## src/rtl/bp_io_reg_responder_if.sv

```systemverilog
`default_nettype none
//== bp_io_reg_responder_if : uncached I/O command/response channel (I/O CCE <-> target) | rev 1.0 ==
interface bp_io_reg_responder_if #(
  parameter int MSG_WIDTH = 567
);
  logic [MSG_WIDTH-1:0] cmd;
  logic                 cmd_v;
  logic                 cmd_ready;
  logic [MSG_WIDTH-1:0] resp;
  logic                 resp_v;
  logic                 resp_yumi;

  modport master (
    output cmd, cmd_v, resp_yumi,
    input  cmd_ready, resp, resp_v
  );

  modport slave (
    input  cmd, cmd_v, resp_yumi,
    output cmd_ready, resp, resp_v
  );
endinterface
`default_nettype wire

```

## src/rtl/bp_io_reg_responder.sv

```systemverilog
`default_nettype none
//== bp_io_reg_responder : uncached rd/wr target backed by a bank of 64-bit registers | rev 1.0 ==
//== Message layout (MSB..LSB): msg_type, addr, size, payload{lce_id, way_id, uncached}, data  ==
module bp_io_reg_responder #(
  parameter int                     PADDR_WIDTH  = 40,
  parameter int                     BLOCK_WIDTH  = 512,
  parameter int                     LCE_ID_WIDTH = 4,
  parameter int                     LCE_ASSOC    = 8,
  parameter int                     NUM_REGS     = 16,
  parameter logic [PADDR_WIDTH-1:0] BASE_ADDR    = PADDR_WIDTH'('h0020_0000)
) (
  input  wire logic              clk_i,
  input  wire logic              reset_n_i,
  bp_io_reg_responder_if.slave   io,
  output logic [7:0]             err_count_o
);

  localparam int c_way_w = $clog2(LCE_ASSOC);
  localparam int c_idx_w = $clog2(NUM_REGS);
  localparam int c_rep   = BLOCK_WIDTH / 64;

  localparam logic [3:0] c_uc_rd  = 4'd2;
  localparam logic [3:0] c_uc_wr  = 4'd3;
  localparam logic [2:0] c_size_1 = 3'd0;
  localparam logic [2:0] c_size_2 = 3'd1;
  localparam logic [2:0] c_size_4 = 3'd2;

  localparam logic [PADDR_WIDTH:0] c_base = {1'b0, BASE_ADDR};
  localparam logic [PADDR_WIDTH:0] c_end  = c_base + (PADDR_WIDTH+1)'(NUM_REGS * 8);

  typedef struct packed {
    logic [LCE_ID_WIDTH-1:0] lce_id;
    logic [c_way_w-1:0]      way_id;
    logic                    uncached;
  } payload_t;

  typedef struct packed {
    logic [3:0]             msg_type;
    logic [PADDR_WIDTH-1:0] addr;
    logic [2:0]             size;
    payload_t               payload;
  } header_t;

  typedef struct packed {
    header_t                header;
    logic [BLOCK_WIDTH-1:0] data;
  } msg_t;

  msg_t               w_cmd;
  msg_t               w_resp;
  logic               w_accept;
  logic               w_deq;
  logic               w_full;
  logic               w_empty;
  logic               w_hit;
  logic               w_aligned;
  logic               w_is_rd;
  logic               w_is_wr;
  logic               w_ok;
  logic               w_do_wr;
  logic               w_err;
  logic [c_idx_w-1:0] w_idx;
  logic [2:0]         w_off;
  logic [7:0]         w_be_base;
  logic [7:0]         w_be;
  logic [63:0]        w_wdata;
  logic [63:0]        w_rdata;
  logic               w_unused_data;

  logic [63:0]        r_regs [NUM_REGS];
  header_t            r_hdr  [2];
  logic [63:0]        r_dat  [2];
  logic               r_wptr;
  logic               r_rptr;
  logic [1:0]         r_count;
  logic               r_live;
  logic [7:0]         r_err_count;

  assign w_cmd         = io.cmd;
  assign w_unused_data = ^w_cmd.data[BLOCK_WIDTH-1:64];

  // Ready is held low through reset and comes up on the first edge after release.
  assign w_full       = (r_count == 2'd2);
  assign w_empty      = (r_count == 2'd0);
  assign io.cmd_ready = r_live & ~w_full;
  assign io.resp_v    = ~w_empty;
  assign w_accept     = io.cmd_v & io.cmd_ready;
  assign w_deq        = io.resp_yumi & ~w_empty;

  assign w_hit = ({1'b0, w_cmd.header.addr} >= c_base) & ({1'b0, w_cmd.header.addr} < c_end);
  assign w_idx = w_cmd.header.addr[3 +: c_idx_w];
  assign w_off = w_cmd.header.addr[2:0];

  always_comb begin
    w_be_base = 8'hFF;
    w_aligned = (w_off == 3'd0);
    case (w_cmd.header.size)
      c_size_1: begin
        w_be_base = 8'h01;
        w_aligned = 1'b1;
      end
      c_size_2: begin
        w_be_base = 8'h03;
        w_aligned = ~w_off[0];
      end
      c_size_4: begin
        w_be_base = 8'h0F;
        w_aligned = (w_off[1:0] == 2'd0);
      end
      default: begin
        w_be_base = 8'hFF;
        w_aligned = (w_off == 3'd0);
      end
    endcase
  end

  // Alignment guarantees off + bytes <= 8, so the shifted mask never wraps.
  assign w_be    = w_be_base << w_off;
  assign w_wdata = w_cmd.data[63:0] << {w_off, 3'b000};

  assign w_is_rd = (w_cmd.header.msg_type == c_uc_rd);
  assign w_is_wr = (w_cmd.header.msg_type == c_uc_wr);
  assign w_ok    = w_hit & w_aligned & (w_is_rd | w_is_wr);
  assign w_do_wr = w_accept & w_ok & w_is_wr;
  assign w_err   = w_accept & ~w_ok;
  assign w_rdata = (w_ok & w_is_rd) ? r_regs[w_idx] : 64'd0;

  generate
    for (genvar gi = 0; gi < NUM_REGS; gi++) begin : g_reg
      always_ff @(posedge clk_i or negedge reset_n_i) begin
        if (!reset_n_i) begin
          r_regs[gi] <= '0;
        end else if (w_do_wr && (w_idx == c_idx_w'(gi))) begin
          for (int b = 0; b < 8; b++) begin
            if (w_be[b]) begin
              r_regs[gi][8*b +: 8] <= w_wdata[8*b +: 8];
            end
          end
        end
      end
    end
  endgenerate

  always_ff @(posedge clk_i or negedge reset_n_i) begin
    if (!reset_n_i) begin
      r_live      <= 1'b0;
      r_wptr      <= 1'b0;
      r_rptr      <= 1'b0;
      r_count     <= 2'd0;
      r_err_count <= 8'd0;
    end else begin
      r_live <= 1'b1;
      if (w_accept) begin
        r_wptr <= ~r_wptr;
      end
      if (w_deq) begin
        r_rptr <= ~r_rptr;
      end
      case ({w_accept, w_deq})
        2'b10:   r_count <= r_count + 2'd1;
        2'b01:   r_count <= r_count - 2'd1;
        default: r_count <= r_count;
      endcase
      if (w_err && (r_err_count != 8'hFF)) begin
        r_err_count <= r_err_count + 8'd1;
      end
    end
  end

  // Only the 64-bit register value is stored; it is replicated across the block on output.
  always_ff @(posedge clk_i) begin
    if (w_accept) begin
      r_hdr[r_wptr] <= w_cmd.header;
      r_dat[r_wptr] <= w_rdata;
    end
  end

  always_comb begin
    w_resp        = '0;
    w_resp.header = r_hdr[r_rptr];
    w_resp.data   = {c_rep{r_dat[r_rptr]}};
  end

  assign io.resp     = w_resp;
  assign err_count_o = r_err_count;

endmodule
`default_nettype wire
```

## src/flat_wrapper.sv

```systemverilog
// flat-port wrapper written by rule: the top's interface ports become plain ports
module bp_io_reg_responder_flat 
#(
  parameter int                     PADDR_WIDTH  = 40,
  parameter int                     BLOCK_WIDTH  = 512,
  parameter int                     LCE_ID_WIDTH = 4,
  parameter int                     LCE_ASSOC    = 8,
  parameter int                     NUM_REGS     = 16,
  parameter logic [PADDR_WIDTH-1:0] BASE_ADDR    = PADDR_WIDTH'('h0020_0000)
)
  (clk_i, reset_n_i, err_count_o, io_cmd, io_cmd_v, io_resp_yumi, io_cmd_ready, io_resp, io_resp_v);
  bp_io_reg_responder_if io_i ();
  input  wire logic clk_i;
  input  wire logic reset_n_i;
  output logic [7:0] err_count_o;
  input wire logic [$bits(io_i.cmd)-1:0] io_cmd;
  input wire logic [$bits(io_i.cmd_v)-1:0] io_cmd_v;
  input wire logic [$bits(io_i.resp_yumi)-1:0] io_resp_yumi;
  output wire logic [$bits(io_i.cmd_ready)-1:0] io_cmd_ready;
  output wire logic [$bits(io_i.resp)-1:0] io_resp;
  output wire logic [$bits(io_i.resp_v)-1:0] io_resp_v;
  assign io_i.cmd = io_cmd;
  assign io_i.cmd_v = io_cmd_v;
  assign io_i.resp_yumi = io_resp_yumi;
  assign io_cmd_ready = io_i.cmd_ready;
  assign io_resp = io_i.resp;
  assign io_resp_v = io_i.resp_v;
  bp_io_reg_responder #(.PADDR_WIDTH(PADDR_WIDTH), .BLOCK_WIDTH(BLOCK_WIDTH), .LCE_ID_WIDTH(LCE_ID_WIDTH), .LCE_ASSOC(LCE_ASSOC), .NUM_REGS(NUM_REGS), .BASE_ADDR(BASE_ADDR)) u_core (.clk_i(clk_i), .reset_n_i(reset_n_i), .io(io_i), .err_count_o(err_count_o));
endmodule
```

## config.mk

```make
export PLATFORM = sky130hd
export DESIGN_NAME = bp_io_reg_responder_flat
export DESIGN_NICKNAME = d
export VERILOG_FILES = /design/src/rtl/bp_io_reg_responder_if.sv /design/src/rtl/bp_io_reg_responder.sv /design/src/flat_wrapper.sv
export SDC_FILE = /design/constraint.sdc
export NUM_CORES = 2
export LEC_CHECK = 0
export BUFFER_PORTS_ARGS = -buffer_cell sky130_fd_sc_hd__clkbuf_2
export CORE_AREA = 5 5 445 447
export DETAILED_ROUTE_END_ITERATION = 12
export DIE_AREA = 0 0 450 452
export PLACE_DENSITY_LB_ADDON = 0.1
export SLEW_MARGIN = 10
export SYNTH_ARGS = -nofsm -noshare
export SYNTH_HDL_FRONTEND = slang
export SYNTH_SLANG_ARGS = --single-unit
```

## constraint.sdc

```tcl
create_clock -name clk_i -period 18.15 [get_ports clk_i]
set_input_delay 0.9075 -clock clk_i [delete_from_list [all_inputs] [get_ports clk_i]]
set_output_delay 0.9075 -clock clk_i [all_outputs]
set_load 0.01 [all_outputs]
```

==> impl_results.md <==
- Initial core utilization: 31.6%
- WL/cell: 26.6 µm
- Distinct cells, synth: 49
- HPWL after detailed placement: 122,000 µm
- CTS tree: done
- CTS H-Tree Depth: 4
- Gr usage total: 17.7%
- Sequential share of the synthesized area: 54.1%
- Filler Cells Inserted: 18,500
- Vias in the first global route: 36,300
- Asr flop ratio synth: 81.3%
- Worst-path fanout max: 54
- CTS sink count: 1,275
- DR pass1 iterations: 5
- CTS max path bufs: 3
- GP Congestion: 0.752
- DRT iter0 DRCs: 1,797
- Post-synth EDFFs: 238
- Via count: 34,700
- Layout cells sized above 1: 59.2%
- Fin. max-slew vios: 0
- Cts repair resizes: 0
- Clock root buffer master: clkbuf_16
- Commonest cells in the netlist: mux2_2, dfrtp_1, buf_4
- Hold-fix buffers at CTS: 0
- Synth Net Count: 4,509
- Largest net degree at the start of global routing: 163
- Setup-failing EPs final: 0
- Peak supply drop: 0.0728 mV
- Vias per cell: 5.04
- Setup TNS: 0 ns
- RSZ-0062 raised after global routing: no
- Slew headroom: 23.2%
- GRT overflow: 0
- Area Overhead vs Synth: 13.5%
- Post-Route WL: 183,000 µm
- CP cell instances: buf_8, buf_4, buf_4, buf_4, mux4_2, mux4_2, and3_1
- Critical path capture point type: register
- Fmax: 0.195 GHz
- CTS clock-pin slew for the worst setup and hold paths: 0.05 ns
- Core box area: 194,000 µm²
- Max cap viols: 0
- Num ports: 1,148
- Crit Path Category: in2reg
- Power Density: 107 nW/µm²
- Die X: 450 µm
- Most common cell in the netlist: mux2_2
- Worst stage delay on the critical path: 0.85 ns
- R2r setup slk: 14.89 ns
- DRC viols: 0
- Leading area contributor after synthesis: dfrtp_1
- Status: completed
- Die Span Y: 452 µm
- Post-route cell area: 69,400 µm²
- Min-Delay Path Class: in2async
- Synth top area cells: dfrtp_1, mux2_2, mux4_2
- First-pass GRT wire length: 266,000 µm
- Synth warn: 0
- Arr. time, crit path: 5.63 ns
- Fin nets: 4,780
- Area of the mapped netlist: 61,200 µm²
- Placed cell areas: 64,500 µm²
- CTS Buf Count: 150
- Share of the synthesized area in the top cell type: 42.4%
- Worst-margin pin slew: 1.14 ns
- Gate Count Post-Synth: 3,936
- Crit share post-route: 28.2%
- Final ANT Viol Nets: 0
- Crit-path slowest cell: buf_4
- IO Port Bufs: 699
- Minimum clock period: 5.12 ns
- Initial antenna violation count: 19
- Final Hold Fails: 0
- CP most frequent cell: buf_4
- Startpoint Class: primary input
- Worst Skew: 0.0262 ns
- Register bit total from synthesis: 1,275
- Site Rows: 162
- Later-pin clock latency in the skew report: 0.79 ns
- Leak: 32.2 nW
- Die ar.: 203,000 µm²
- Worst endpoint required time: 18.67 ns
- Syn Area/Cell: 15.5 µm²
- Primary FF master, synth: dfrtp_1
- Setup Buffers After CTS: 0
## cell usage in the layout (no fill, tap or decap), drive strengths merged, types with 2 or more instances in the layout
cell type | netlist | routed
o22ai | 10 | 10
xor2 | 9 | 9
ha | 2 | 2
mux4 | 341 | 341
and3b | 3 | 3
dfrtp | 1037 | 1037
clkbuf | 181 | 915
o211ai | 2 | 2
nand3 | 103 | 103
clkinv | 0 | 33
xnor2 | 4 | 4
o21ai | 12 | 12
nand2b | 7 | 7
nor4 | 32 | 32
and3 | 65 | 65
nand2 | 43 | 43
clkinvlp | 0 | 3
nor2 | 69 | 69
and2 | 3 | 3
edfxtp | 238 | 238
nor2b | 13 | 13
bufinv | 0 | 5
nand4 | 5 | 5
mux2i | 36 | 36
nor4b | 3 | 3
diode | 0 | 8
a21oi | 20 | 20
inv | 2 | 14
nor3 | 10 | 10
buf | 496 | 105
a211oi | 8 | 8
nor3b | 2 | 2
mux2 | 1168 | 1168
## kinds of logic after synthesis
kind of cell	share of synthesized area, %
simple gates	3.45
mux	34.7
compound gates	0.585
other cells	0.00613
buf+inv	6.96
flops	54.1
xor+xnor	0.186
fa+ha+maj	0.0409
## per-layer routing
layer | GRT usage, % | part of all wire [%] | vias to the layer above
met1 | 24.9 | 46 | 18500
met4 | 5.57 | 2.8 | 2
li1 | - | - | 14900
met2 | 28.5 | 47 | 976
met3 | 2.64 | 4.2 | 244
met5 | 0 | 0.0071 | -
## flip-flops by register name (all words and copies together) (netlist names)
register            count
u_core.r_count          2
u_core.r_dat          128
u_core.r_live           1
u_core.r_rptr           1
u_core.r_regs        1024
u_core.r_wptr           1
u_core.err_count_o      8
u_core.r_hdr          110
## critical path, delay by kind of cell
family	cells	cell delay [ns]
buffers and inverters	4	3.01
multiplexers	2	1.19
AND/OR/NAND/NOR	1	0.31
## worst paths after layout
check / end / start / cells past startpoint
hold reg to reg: u_core.r_regs[953] / u_core.r_regs[953] / 1
min in group clk_i: u_core.r_hdr[1][7] / io_cmd[519] / 1
setup reg to reg: u_core.r_regs[104] / u_core.r_live / 6
max in group asynchronous: u_core.r_regs[778] / reset_n_i / 5
hold / removal: u_core.err_count_o[5] / reset_n_i / 1
setup / recovery: u_core.r_dat[0][45] / io_cmd[526] / 7
## power breakdown
part           switching, mW  internal (mW)
clock                   1.26           1.75
sequential            0.0446           3.01
combinational          0.879          0.499
## through the flow
step	setup slack, ns	std cells	hold slack (ns)	power [mW]	utilization (%)
after floorplan	11.33	3936	0.452	4.29	-
after global placement	11.94	6597	0.466	4.54	33.3
after detailed placement	11.98	6597	0.472	4.54	33.3
after CTS	12.87	6874	0.0910	7.60	35.8
after global routing	12.62	6877	0.111	7.80	35.8
final	13.03	6882	0.107	7.44	35.8
## cell type report
class / instances / area [µm²] / area share, %
diodes: 8 / 20.0 / 0.0288
clock buffers: 224 / 4360 / 6.29
clock inverters: 53 / 539 / 0.777
inverters: 2 / 7.51 / 0.0108
multi-input cells: 1982 / 23900 / 34.4
flip-flops and latches: 1275 / 33100 / 47.7
well taps: 2542 / 3180 / 4.58
repair buffers: 796 / 4290 / 6.17
Power figures use the tool's default switching activity.
